## config.mk

```make
export PLATFORM = sky130hd
export DESIGN_NAME = mux_n_1_pipe_v
export DESIGN_NICKNAME = d
export VERILOG_FILES = /design/src/rtl/mux_pkg.sv /design/src/rtl/mux_n_1_comb_v.sv /design/src/rtl/mux_n_1_pipe_v.sv
export SDC_FILE = /design/constraint.sdc
export NUM_CORES = 1
export LEC_CHECK = 0
export CAP_MARGIN = 20
export CELL_PAD_IN_SITES_DETAIL_PLACEMENT = 0
export CELL_PAD_IN_SITES_GLOBAL_PLACEMENT = 1
export CORE_UTILIZATION = 18
export CTS_CLUSTER_DIAMETER = 200
export CTS_CLUSTER_SIZE = 28
export DETAILED_ROUTE_END_ITERATION = 8
export PLACE_DENSITY = 0.71
export RECOVER_POWER = 25
export SLEW_MARGIN = 10
export SYNTH_ARGS = -nofsm -noshare
export SYNTH_HDL_FRONTEND = slang
export SYNTH_SLANG_ARGS = --single-unit
```

## constraint.sdc

```tcl
create_clock -name i_clk -period 1.1 [get_ports i_clk]
set_input_delay 0.165 -clock i_clk [delete_from_list [all_inputs] [get_ports i_clk]]
set_output_delay 0.165 -clock i_clk [all_outputs]
set_load 0.1 [all_outputs]
```

## src/rtl/mux_pkg.sv

```systemverilog
// Shared defaults, select-width helper and output-stage state type for the
// pipelined N:1 multiplexer.
package mux_pkg;

    localparam int DEF_N_CH = 8;
    localparam int DEF_W    = 1;

    // Ceiling log2, with a minimum of 1 so a 1-bit select always exists.
    function automatic int clog2(input int n);
        int r;
        r = 0;
        while ((1 << r) < n) r++;
        if (r == 0) r = 1;
        return r;
    endfunction

    typedef enum logic {
        ST_EMPTY = 1'b0,
        ST_FULL  = 1'b1
    } stage_state_t;

endpackage

```

## src/rtl/mux_n_1_comb_v.sv

```systemverilog
// Purely combinational N_CH:1 selector over a packed channel bus;
// channel k sits at bits [k*W +: W].
module mux_n_1_comb_v
    import mux_pkg::*;
#(
    parameter int N_CH  = DEF_N_CH,
    parameter int W     = DEF_W,
    localparam int SEL_W = clog2(N_CH)
) (
    input  logic [N_CH*W-1:0] code,
    input  logic [SEL_W-1:0]  sel,
    output logic [W-1:0]      f
);

    always_comb begin
        f = '0;
        for (int k = 0; k < N_CH; k++) begin
            if (sel == SEL_W'(k)) f = code[k*W +: W];
        end
    end

endmodule

```

## src/rtl/mux_n_1_pipe_v.sv

```systemverilog
// Pipelined N_CH:1 multiplexer with a one-deep valid/ready output stage.
// Optional scan mode (auto-incrementing select) is built with MUX_N_1_PIPE_SCAN_EN.
module mux_n_1_pipe_v
    import mux_pkg::*;
#(
    parameter int N_CH  = DEF_N_CH,
    parameter int W     = DEF_W,
    localparam int SEL_W = clog2(N_CH)
) (
    input  logic              i_clk,
    input  logic              i_rst_n,
    input  logic              i_en,
    input  logic [N_CH*W-1:0] i_code,
    input  logic [SEL_W-1:0]  i_sel_code,
    input  logic              i_valid,
    output logic              o_ready,
    output logic [W-1:0]      o_f,
    output logic [SEL_W-1:0]  o_sel_code,
    output logic              o_valid,
    input  logic              i_ready,
    input  logic              i_scan
);

    // Handshake: a sample transfers on an edge where i_valid & o_ready; the
    // output sample transfers downstream on an edge where o_valid & i_ready.
    stage_state_t     state, state_nxt;
    logic             accept;
    logic [SEL_W-1:0] sel;
    logic [W-1:0]     sel_data;

`ifdef MUX_N_1_PIPE_SCAN_EN
    logic [SEL_W-1:0] scan_cnt;
    logic             scan_q;
    logic             scan_rise;

    assign scan_rise = i_scan & ~scan_q;
    // On the rising cycle the counter is being reloaded, so channel 0 is used directly.
    assign sel = i_scan ? (scan_rise ? '0 : scan_cnt) : i_sel_code;

    always_ff @(posedge i_clk or negedge i_rst_n) begin
        if (!i_rst_n) begin
            scan_cnt <= '0;
            scan_q   <= 1'b0;
        end else begin
            scan_q <= i_scan;
            if (scan_rise) begin
                scan_cnt <= accept ? SEL_W'(1) : '0;
            end else if (i_scan && accept) begin
                scan_cnt <= scan_cnt + 1'b1;
            end
        end
    end
`else
    logic unused_scan;
    assign unused_scan = i_scan;
    assign sel = i_sel_code;
`endif

    assign o_valid = (state == ST_FULL);
    assign o_ready = i_rst_n & i_en & (~o_valid | i_ready);
    assign accept  = i_valid & o_ready;

    mux_n_1_comb_v #(
        .N_CH (N_CH),
        .W    (W)
    ) u_comb (
        .code (i_code),
        .sel  (sel),
        .f    (sel_data)
    );

    always_ff @(posedge i_clk or negedge i_rst_n) begin
        if (!i_rst_n) state <= ST_EMPTY;
        else          state <= state_nxt;
    end

    always_comb begin
        state_nxt = state;
        case (state)
            ST_EMPTY: if (accept) state_nxt = ST_FULL;
            ST_FULL:  if (!accept && i_ready) state_nxt = ST_EMPTY;
            default:  state_nxt = ST_EMPTY;
        endcase
    end

    always_ff @(posedge i_clk or negedge i_rst_n) begin
        if (!i_rst_n) begin
            o_f        <= '0;
            o_sel_code <= '0;
        end else if (accept) begin
            o_f        <= sel_data;
            o_sel_code <= sel;
        end
    end

endmodule
```

==> out/metrics.csv <==
stage,metric,value,unit
cells_and_area,fill count,129,
sta,# setup viols final,6,
cells_and_area,Area Growth Syn to Fin,154,%
place,GPL Wtd Cong,0.624,
synthesis,synthesized instance count,20,
pwr,Leakage Power,0.322,nW
clocking,clock transition at the register clock pins on the worst setup and hold paths after CTS,0.04,ns
sta,Max Slew Vio Count,0,
floorplanning,number of rows created at floorplan,13,
worst_setup_path,end of the worst register-to-register path,o_sel_code[2]$_DFFE_PN0P_,
global_routing,initial antenna violation count,0,
floorplanning,die span in y,40.7,um
worst_setup_path,Worst R2R Path Depth,3,
synthesis,primary flip-flop cell chosen by synthesis mapping,sky130_fd_sc_hd__dfrtp_1,
synthesis,most numerous cell types in the synthesized netlist,"sky130_fd_sc_hd__dfrtp_1, sky130_fd_sc_hd__mux2i_1, sky130_fd_sc_hd__mux2_2",
worst_setup_path,RR Startpoint,o_valid$_DFF_PN0_,
route,remaining routing DRC violations,0,
synthesis,sequential share of the synthesized area,46.5,%
pwr,maximum VDD drop,0.000547,V
clocking,Clock Tree Buf Depth,2,
synthesis,ys async rst share,100,%
worst_setup_path,startpoint type of the worst setup path,register,
worst_setup_path,startpoint-to-endpoint class of the critical path,register to output pin,
floorplanning,floorplan core area,0.00135,mm^2
clocking,total clock sinks,5,
sta,setup repair after global routing missed its margin,true,
clocking,clock latency on the worst-skew pair,0.24,ns
sta,tightest slew margin relative to the limit,83.4,%
flow_run,# Max-Cap Violations,0,
route,number of antenna-violating nets in the routed design,0,
sta,Hold Fails Final Rpt,0,
worst_hold_path,Tightest Hold Check Type,input port to async pin,
global_routing,total global-route track usage,12.6,%
clocking,clock root buffer master,sky130_fd_sc_hd__clkbuf_4,
worst_setup_path,required time worst endpoint,0.94,ns
cells_and_area,final layout net count,74,
route,DR iter-0 viols,1,
floorplanning,Die W,40.7,um
sta,setup slack after layout,-0.214,ns
place,Post-Place Setup Slack,-0.482,ns
worst_setup_path,worst setup path startpoint,o_valid$_DFF_PN0_,
route,average via count per standard cell,4.35,
route,Final Routed Wirelength,759,um
synthesis,area share of the largest cell type after synthesis,46.5,%
synthesis,library cell occupying the most area in the post-synthesis netlist,sky130_fd_sc_hd__dfrtp_1,
pwr,fraction of power spent switching nets,42.4,%
route,DR vias,309,
clocking,total number of H-tree levels,1,
worst_setup_path,CP endpoint,o_ready,
clocking,clock tree from TritonCTS,yes,
worst_setup_path,worst-path cell with the longest stage delay,sky130_fd_sc_hd__dfrtp_4,
worst_setup_path,arrival time of the worst setup path,1.15,ns
sta,Slew @ Worst Pin,0.249,ns
cells_and_area,proportion of layout cells with a drive suffix above 1,51.8,%
clocking,total clock buffers created by CTS,3,
sta,period utilization,119,%
global_routing,largest net degree at the start of global routing,6,
pwr,Switch Pwr,0.462,mW
worst_setup_path,Critical Path Sink Type,output pin,
worst_setup_path,CP peak stage delay,0.48,ns
status,failing checks,negative setup slack,
pwr,overall power of the completed layout,1.09,mW
pwr,proportion of power drawn by the clock network,19.0,%
synthesis,number of nets in the synthesized netlist,37,
synthesis,synthesized area per cell,13.5,um^2
place,post-DP HPWL,678,um
global_routing,first-pass GRT wire length,1200,um
synthesis,"EDFF count, synth",0,
floorplanning,num ports,23,
worst_setup_path,setup slack of the worst register-to-register path,-0.10,ns
synthesis,number of register bits inferred by synthesis,5,
sta,Max Clock Freq,761,MHz
floorplanning,Die Footprint,0.00165,mm^2
synthesis,number of warnings reported in the yosys synthesis log,0,
pwr,pwr dens,1590,mW/mm^2
global_routing,via count of the first global-routing pass,320,
synthesis,leading post-synthesis cells by cell area,"sky130_fd_sc_hd__dfrtp_1, sky130_fd_sc_hd__mux2i_1, sky130_fd_sc_hd__mux2_2",
status,status,finished with violations,
route,Pre-Repair DR Iteration Count,2,
worst_setup_path,critical path cell sequence,nand2b_4 -> and3_4 -> buf_12,
sta,minimum period implied by the final worst setup slack,1.31,ns
worst_setup_path,largest fanout on the critical path,3,
sta,Clock Skews,0.00350,ns
cells_and_area,number of antenna repair diodes,0,
global_routing,Overflow after GRT,0,
floorplanning,Initial Util,19.9,%
place,number of input and output port buffers inserted,21,
route,routed length per instance,10.7,um
synthesis,post-synthesis instance area,269,um^2
pwr,register share of total power,24.0,%
synthesis,number of distinct standard cells referenced by the synthesized netlist,10,
pwr,Int Pwr,0.627,mW
pwr,Gate power share,57.0,%
## worst min path at each step
| stage | startpoint | endpoint | slack [ns] |
|---|---|---|---|
| final | i_rst_n | o_valid$_DFF_PN0_ | 0.23 |
| after floorplan | i_rst_n | o_f$_DFFE_PN0P_ | -0.13 |
| after global placement | i_rst_n | o_valid$_DFF_PN0_ | 0.48 |
| after CTS | i_rst_n | o_valid$_DFF_PN0_ | 0.23 |
| after detailed placement | i_rst_n | o_valid$_DFF_PN0_ | 0.49 |
| after global routing | i_rst_n | o_valid$_DFF_PN0_ | 0.24 |
## power by group through the flow
stage          Sequential, mW  Clock [mW]  Combinational, mW
6_report                0.262       0.207              0.621
5_1_grt                 0.267       0.233              0.648
4_1_cts                 0.263       0.218              0.622
3_5_place_dp            0.266           0              0.615
3_3_place_gp            0.264           0              0.608
2_1_floorplan           0.515           0             0.0821
## routing by layer
layer / track usage (%) / up-vias / part of all wire [%]
li1: - / 144 / -
met2: 24.6 / 26 / 53
met5: 0 / - / 0
met3: 3.26 / 4 / 14
met4: 15.0 / 0 / 3.8
met1: 8.39 / 135 / 29
## registers in the layout, indices dropped and copies added (netlist names)
register,cells
o_f,1
o_sel_code,3
o_valid,1
## per-stage QoR
stage | setup TNS [ns] | hold WS [ns] | area [um^2] | instances | utilization, %
2_1_floorplan | -1.07 | -0.131 | 285 | 20 | -
3_3_place_gp | -1.62 | 0.483 | 631 | 64 | 46.7
3_5_place_dp | -1.65 | 0.486 | 631 | 64 | 46.7
4_1_cts | -0.858 | 0.232 | 674 | 70 | 50.0
5_1_grt | -1.24 | 0.240 | 684 | 71 | 50.7
6_report | -0.749 | 0.234 | 684 | 71 | 50.7
## area by class of cell
class	count	area, um^2	area share [%]
Timing Repair Buffer	33	363	53.0
Multi-Input combinational cell	13	144	21.0
Sequential cell	5	129	18.8
Clock buffer	4	26.3	3.84
Tap cell	15	18.8	2.74
Inverter	1	3.75	0.548
## layout by cell type, fill, tap and decap left out, types with 3 or more instances in the layout
| cell type | Yosys | layout |
|---|---|---|
| sky130_fd_sc_hd__buf_12 | 0 | 6 |
| sky130_fd_sc_hd__dfrtp_1 | 5 | 4 |
| sky130_fd_sc_hd__clkbuf_4 | 0 | 3 |
| sky130_fd_sc_hd__mux2i_1 | 5 | 5 |
| sky130_fd_sc_hd__buf_4 | 0 | 11 |
| sky130_fd_sc_hd__clkdlybuf4s50_1 | 0 | 14 |
| sky130_fd_sc_hd__mux2_2 | 3 | 3 |
## kinds of logic (layout without fill, tap and decap cells)
| logic type | after synthesis | count (layout) | synth area share, % |
|---|---|---|---|
| DFF | 5 | 5 | 46.5 |
| muxes | 9 | 9 | 39.5 |
| and+or+nand+nor | 4 | 4 | 8.38 |
| buffers and inverters | 2 | 38 | 5.58 |
## worst max-delay path: cells and delay by family, from the launching register on
kind	cells	cell delay, ns
buffers and inverters	1	0.17
flip-flops	1	0.48
AND/OR/NAND/NOR	2	0.26
## what timing repair did
action | in CTS | in global routing
pin swaps | 1 | 1
buffers inserted | 2 | 1
gates resized for setup | 2 | 1
setup endpoints to repair | 6 | 7
gates cloned | 0 | 0
hold buffers | 0 | 0
Note: power is estimated with default switching activity, not from simulation.
